## src/rtl/uart_pkg.sv

```systemverilog
// Shared types and constants for the oversampled UART receiver.
package uart_pkg;

   typedef enum logic [2:0] {
      IDLE,
      START,
      DATA,
      PARITY,
      STOP,
      WRITE,
      BREAK
   } rx_state_t;

   // The three votes are taken at mid-1, mid and mid+1 of each bit.
   localparam int unsigned SAMPLE_LEAD = 1;
   localparam int unsigned SAMPLE_LAG  = 1;

   function automatic int unsigned clocks_per_bit(input int unsigned freq, input int unsigned baud);
      return freq / baud;
   endfunction

endpackage

```

## src/rtl/uart_rx_sampler.sv

```systemverilog
// Line synchroniser, per-bit clock counter and 3-sample majority vote.
module uart_rx_sampler
   import uart_pkg::*;
#(
   parameter int unsigned CPB         = 868,
   parameter int unsigned SYNC_STAGES = 2
) (
   input  logic clk,
   input  logic rst,
   input  logic din,
   input  logic hold,
   output logic s,
   output logic mid,
   output logic bit_val,
   output logic bit_end
);

   localparam int unsigned CNT_W = $clog2(CPB);
   localparam logic [CNT_W-1:0] CNT_S0   = CNT_W'(CPB / 2 - SAMPLE_LEAD);
   localparam logic [CNT_W-1:0] CNT_S1   = CNT_W'(CPB / 2);
   localparam logic [CNT_W-1:0] CNT_S2   = CNT_W'(CPB / 2 + SAMPLE_LAG);
   localparam logic [CNT_W-1:0] CNT_LAST = CNT_W'(CPB - 1);

   logic [SYNC_STAGES-1:0] sync_p;
   logic [CNT_W-1:0]       cnt;
   logic                   samp_p0;
   logic                   samp_p1;

   function automatic logic majority3(input logic a, input logic b, input logic c);
      return (a & b) | (a & c) | (b & c);
   endfunction

   always_ff @(posedge clk) begin
      if (rst) sync_p <= '1;
      else     sync_p <= {sync_p[SYNC_STAGES-2:0], din};
   end

   assign s = sync_p[SYNC_STAGES-1];

   // Held at zero while idle so that count 0 is the first cycle of the start bit.
   always_ff @(posedge clk) begin
      if (rst || hold)           cnt <= '0;
      else if (cnt == CNT_LAST)  cnt <= '0;
      else                       cnt <= cnt + 1'b1;
   end

   always_ff @(posedge clk) begin
      if (cnt == CNT_S0) samp_p0 <= s;
      if (cnt == CNT_S1) samp_p1 <= s;
   end

   assign mid     = (cnt == CNT_S2);
   assign bit_end = (cnt == CNT_LAST);
   assign bit_val = majority3(samp_p0, samp_p1, s);

endmodule

```

## src/rtl/uart_rx_oversampled.sv

```systemverilog
// UART receiver with majority-voted sampling, glitch rejection and per-frame errors.
// Define UART_RX_PARITY_EN to receive and check a parity bit after the data bits.
module uart_rx_oversampled
   import uart_pkg::*;
#(
   parameter int unsigned CLOCK_FREQUENCY = 32'd100_000_000,
   parameter int unsigned BAUD_RATE       = 32'd115200,
   parameter int unsigned WORD_WIDTH      = 32'd8,
   parameter int unsigned STOP_BITS       = 32'd1,
   parameter bit          PARITY_ODD      = 1'b0,
   parameter int unsigned SYNC_STAGES     = 32'd2
) (
   input  logic                  clk,
   input  logic                  rst,
   input  logic                  din,
   output logic [WORD_WIDTH-1:0] dout,
   input  logic                  full,
   output logic                  we,
   output logic                  frame_err,
   output logic                  overrun_err,
   output logic                  parity_err,
   output logic                  busy
);

   localparam int unsigned CPB       = clocks_per_bit(CLOCK_FREQUENCY, BAUD_RATE);
   localparam logic [3:0]  LAST_BIT  = 4'(WORD_WIDTH - 1);
   localparam logic        LAST_STOP = 1'(STOP_BITS - 1);

   if (CPB < 4 || WORD_WIDTH < 5 || WORD_WIDTH > 9 || STOP_BITS < 1 || STOP_BITS > 2
       || SYNC_STAGES < 2) begin : g_bad_params
      $error("uart_rx_oversampled: illegal parameter combination");
   end

   rx_state_t             state;
   logic [3:0]            bit_idx;
   logic                  stop_idx;
   logic [WORD_WIDTH-1:0] shift_reg;
   logic                  s;
   logic                  mid;
   logic                  bit_val;
   logic                  bit_end;
   logic                  par_bad;

   uart_rx_sampler #(
      .CPB         (CPB),
      .SYNC_STAGES (SYNC_STAGES)
   ) u_sampler (
      .clk     (clk),
      .rst     (rst),
      .din     (din),
      .hold    (state == IDLE),
      .s       (s),
      .mid     (mid),
      .bit_val (bit_val),
      .bit_end (bit_end)
   );

   assign busy = (state != IDLE);

`ifdef UART_RX_PARITY_EN
   logic parity_err_r;
   assign parity_err = parity_err_r;
`else
   assign parity_err = 1'b0;
   assign par_bad    = 1'b0;
   // PARITY_ODD has no effect when no parity bit is carried.
   if (PARITY_ODD) begin : g_parity_unused
   end
`endif

   always_ff @(posedge clk) begin
      if (rst) begin
         state       <= IDLE;
         bit_idx     <= '0;
         stop_idx    <= 1'b0;
         dout        <= '0;
         we          <= 1'b0;
         frame_err   <= 1'b0;
         overrun_err <= 1'b0;
`ifdef UART_RX_PARITY_EN
         parity_err_r <= 1'b0;
         par_bad      <= 1'b0;
`endif
      end else begin
         we          <= 1'b0;
         frame_err   <= 1'b0;
         overrun_err <= 1'b0;
`ifdef UART_RX_PARITY_EN
         parity_err_r <= 1'b0;
`endif
         case (state)
            IDLE: if (!s) state <= START;
            START: begin
               if (mid && bit_val) begin
                  state <= IDLE;
               end else if (bit_end) begin
                  state   <= DATA;
                  bit_idx <= '0;
               end
            end
            DATA: begin
               if (mid) shift_reg <= {bit_val, shift_reg[WORD_WIDTH-1:1]};
               if (bit_end) begin
                  if (bit_idx == LAST_BIT) begin
`ifdef UART_RX_PARITY_EN
                     state <= PARITY;
`else
                     state <= STOP;
`endif
                     stop_idx <= 1'b0;
                  end else begin
                     bit_idx <= bit_idx + 1'b1;
                  end
               end
            end
`ifdef UART_RX_PARITY_EN
            PARITY: begin
               if (mid) par_bad <= ((^shift_reg) ^ PARITY_ODD) != bit_val;
               if (bit_end) state <= STOP;
            end
`endif
            // Leave at the mid-sample of the last stop bit so a following start edge is not missed.
            STOP: begin
               if (mid) begin
                  if (!bit_val) begin
                     frame_err <= 1'b1;
                     state     <= BREAK;
                  end else if (stop_idx == LAST_STOP) begin
                     state <= WRITE;
                  end else begin
                     stop_idx <= stop_idx + 1'b1;
                  end
               end
            end
            WRITE: begin
               if (par_bad) begin
`ifdef UART_RX_PARITY_EN
                  parity_err_r <= 1'b1;
`endif
               end else if (full) begin
                  overrun_err <= 1'b1;
               end else begin
                  we   <= 1'b1;
                  dout <= shift_reg;
               end
               state <= IDLE;
            end
            BREAK: if (s) state <= IDLE;
            default: state <= IDLE;
         endcase
      end
   end

endmodule

```

## config.mk

```make
export PLATFORM = sky130hd
export DESIGN_NAME = uart_rx_oversampled
export DESIGN_NICKNAME = d
export VERILOG_FILES = /design/src/rtl/uart_pkg.sv /design/src/rtl/uart_rx_sampler.sv /design/src/rtl/uart_rx_oversampled.sv
export SDC_FILE = /design/constraint.sdc
export NUM_CORES = 1
export LEC_CHECK = 0
export ABC_AREA = 1
export BUFFER_PORTS_ARGS = -buffer_cell sky130_fd_sc_hd__buf_2
export CORE_ASPECT_RATIO = 0.75
export CORE_MARGIN = 5
export CORE_UTILIZATION = 61
export DETAILED_ROUTE_END_ITERATION = 12
export PLACE_DENSITY = 0.78
export SETUP_SLACK_MARGIN = 0.2
export SLEW_MARGIN = 20
export SYNTH_ARGS = -nofsm -noshare
export SYNTH_HDL_FRONTEND = slang
export SYNTH_SLANG_ARGS = --single-unit
```

## constraint.sdc

```tcl
create_clock -name clk -period 4.6 [get_ports clk]
set_clock_uncertainty 0.05 [all_clocks]
set_input_delay 0.92 -clock clk [delete_from_list [all_inputs] [get_ports clk]]
set_output_delay 0.92 -clock clk [all_outputs]
set_load 0.005 [all_outputs]
```

# After elaboration in Yosys (flattened, before gate mapping)
# Index checks and enable logic that the tools add are counted.
# classes
reduce_logical,14
div,0
n_mul,0
bitwise,10
add_sub_neg,3
n_eq_ne,21
shifts,0
n_lt_le_gt_ge,0
mux,24
# ops
cell,n
$eq 10x9->1 const B,3
$mux 3,9
$mux 4,4
$ne 2x2->1 const B,8
$pmux 3 s5,1
$add 10x1->10 const B,1
$eq 10x10->1 const B,1
$reduce_and 5->1,2
$eq 3x3->1 const B,3
$mux 1,8
$pmux 4 s2,1
$reduce_and 7->1,1
$ne 3x3->1 const B,2
$not 1->1,5
$add 4x1->4 const B,1
$eq 4x3->1 const B,1
$reduce_bool 2->1,2
$reduce_or 2->1,2
$and 1x1->1,3
$eq 3x1->1 const B,1
$eq 3x2->1 const B,1
$logic_not 3->1,1
$reduce_and 3->1,1
$reduce_bool 3->1,1
other kinds (8),9
# totals
ramBits,0
in_bits,4
out_inout_bits,13
elab_cells,84
regBits,41
memories,0
rom_bits,0
latch_bits,0

# Logic depth before layout (Yosys ltp)
# depth
depth_word,6
depth_mapped,10

# By module
# From an unflattened synthesis, not the netlist that was laid out.
# unflattened
hier_cells,219
hier_area_um2,1798.0
# modules_own_cells
mod,cells_each,area_each_um2,n_inst,seq_area_each_um2
uart_rx_oversampled,138,1127.3,1,600.6
uart_rx_sampler,81,670.6,1,300.3

# Worst setup path after synthesis
# No wires, ideal clock.
# synth_path
kind,in2reg
from,in rst
to,reg shift_reg[0] (enable)
cell_stages,3
slack_ns,2.699
arrival_time_ns,1.481
required_ns,4.180
path_cell_list,inv_1 nand2_1 nor2_1
# synth_via
elab_chain_cells,2
# synth_rtl
element,line,rtl
"start, declared",uart_rx_oversampled.sv:14,"input logic rst,"
$not 1->1 (no line),--,
$reduce_and 3->1 (no line),--,
"end signal, assigned",uart_rx_oversampled.sv:102,"if (mid) shift_reg <= {bit_val, shift_reg[WORD_WIDTH-1:1]};"
"end, declared",uart_rx_oversampled.sv:37,logic [WORD_WIDTH-1:0] shift_reg;
# No other way between the ends.
# A chain may end at the register's enable or synchronous reset.

# Final worst setup path
# layout_path
from,in rst
to,reg shift_reg[5] (enable)
# Same word-level chain as after synthesis.

==> impl_results.md <==
- Status: complete, no violations
- Synth Net Count: 223
- Met1 usage: 24.3%
- Fraction of layout cells with a size suffix above 1: 16.9%
- Unrepaired setup endpoints after global routing: false
- Die area: 4030 um^2
- Clk Latency, worst-skew pair: 0.29 ns
- Unique masters post-synth: 28
- Routed via count: 1438
- Final WL: 3500 um
- Final hold vios: 0
- Final WS setup: 2.43 ns
- CP arrival: 2.04 ns
- Setup-failing EPs final: 0
- Max stage delay on crit path: 0.52 ns
- Sequential share of the synthesized area: 51.8%
- Tot GR Track Use: 18.3%
- Post-DP Area: 1850 um^2
- DRC: 0
- HP Class: reg2reg
- Hpwl dp: 2560 um
- Max Transition Viols Final: 0
- Crit path launch type: input pin
- Number of flip-flops in the largest register: 10
- Final min period: 2.17 ns
- Pin count of the biggest net entering global routing: 17
- Most common cell after layout, fill and taps aside: nor2_1
- Ant diodes: 0
- Post-place setup slack: 2.13 ns
- Req. time, crit path: 4.47 ns
- Clock root buffer: clkbuf_8
- Avg WL per Cell: 12.9 um
- CTS tree: done
- Vias in the first global route: 1365
- Initial DRC Count: 187
- Post-CTS setup buffer count: 0
- # hold bufs at CTS: 0
- Rel. slew slack: 57.2%
- Design Area, Final: 1950 um^2
- Core outline area: 2660 um^2
- Met3 Use GR: 5.60%
- Met2 Use GR: 28.1%
- Die Span Y: 56.2 um
- GPL Wtd Cong: 0.863
- Least-Margin Pin Slew: 0.639 ns
- Mapped Cells: 215
- Power Density: 473 nW/um^2
- Crit Path Max Fanout: 16
- Crit path cell chain: buf_2, inv_1, nand2_1, nor2_1
- CP max-delay cell: nor2_1
- Area growth, synth to finish: 12.5%
- Most frequent cells in the layout: 47 x nor2_1, 41 x nand2_1, 30 x dfxtp_1, 15 x inv_1, 15 x buf_2
- Final ANT Viol Nets: 0
- Max_cap viols: 0
- CP endpoint kind: flop
- TritonCTS Buffers: 5
- Synth Cell Area: 1740 um^2
- Flops & latches, synth: 40
- CTS resizes: 0
- Port buffer count: 15
- Global route total overflow: 0
- Vias per inst: 5.29
- Clock Tree Buf Depth: 2
- GR peak layer: met2
- H-tree levels: 2
- Nets@finish: 243
- Syn avg cell area: 8.08 um^2
- Fmax: 461 MHz
- Classification of the worst setup path: in2reg
- Starting Density: 65.3%
- Total negative slack: 0 ns
- First-pass GRT wire length: 5900 um
- Num rows: 16
- Clock slew seen by the registers of the worst setup and hold paths: 0.07 ns
- Peak supply drop: 0.247 mV
- Clock Sinks: 40
- I/O pin count: 17
- Total power: 925 uW
- Period utilisation layout: 47.1%
- Die X: 71.6 um
- Leakage: 0.801 nW
- Initial antenna violation count: 0
- Drt pass-1 iters: 4
- Yosys warns: 0
==> through the flow <==
step,hold WS (ns),cells,util [%]
2_1_floorplan,0.339,215,-
3_3_place_gp,0.352,264,69.4
3_5_place_dp,0.360,264,69.4
4_1_cts,0.377,272,73.4
5_1_grt,0.394,272,73.4
6_report,0.374,272,73.4
==> logic make-up (layout without fill, tap and decap cells) <==
family | Yosys count | in the layout | share of synthesized area, %
buffers and inverters | 22 | 43 | 4.97
flip-flops | 40 | 40 | 51.8
AND/OR/NAND/NOR | 124 | 124 | 32.5
XOR/XNOR | 2 | 2 | 1.01
other | 1 | 1 | 0.216
adder cells (fa/ha/maj) | 4 | 4 | 2.88
AO/OA/AOI/OAI | 22 | 22 | 6.55
==> power breakdown <==
| part | internal [mW] | total [mW] | switching, mW |
|---|---|---|---|
| sequential | 0.382 | 0.412 | 0.0294 |
| combinational | 0.0804 | 0.237 | 0.157 |
| clock | 0.161 | 0.276 | 0.115 |
| total | 0.623 | 0.925 | 0.301 |
==> area by class of cell <==
class                   count  area [um^2]
multi-input cells         153          751
clock buffers               6         72.6
inverters                  20         75.1
well taps                  36         45.0
clock inverters             2         35.0
flip-flops and latches     40          901
repair buffers             15         75.1
fillers                   201          708
==> critical path, delay by kind of cell <==
kind                   cells  cell delay (ns)
AND/OR/NAND/NOR            2             0.66
buffers and inverters      2             0.46
==> synthesized netlist by cell type <==
library cell	number	share of area, %
a41oi_1	1	0.50
inv_1	15	3.2
a21oi_1	11	3.2
xor2_1	2	1.0
nor3b_1	1	0.43
dfxtp_1	30	35
nor3_1	4	1.2
nand2_1	41	8.9
nor2_2	4	1.4
o21ai_0	9	2.6
conb_1	1	0.22
inv_2	4	0.86
nand3_4	1	1.0
nand3_2	1	0.58
ha_1	4	2.9
o21ai_1	1	0.29
nor3_4	1	0.94
edfxtp_1	10	17
buf_4	1	0.43
or2_2	5	1.8
nand2_2	2	0.72
or2_1	1	0.36
nand4_1	1	0.36
nand3_1	13	3.7
clkinv_1	1	0.22
nor2_1	47	10
nor4b_1	2	1.0
clkbuf_1	1	0.22
==> routing by layer <==
metal	part of all wire, %	routed length (um)
met2	45	1560
met5	0	0
met4	1.5	53
met1	47	1650
met3	6.8	236
==> worst paths after layout <==
| check | from | to | slack, ns | depth (start not counted) |
|---|---|---|---|---|
| max reg2reg | u_sampler.cnt[1] | shift_reg[5] | 2.52 | 7 |
| min | u_sampler.sync_p[0] | u_sampler.sync_p[1] | 0.37 | 1 |
| max | rst | shift_reg[5] | 2.43 | 4 |
| min reg2reg | u_sampler.sync_p[0] | u_sampler.sync_p[1] | 0.37 | 1 |
Note: power is estimated with default switching activity, not from simulation.
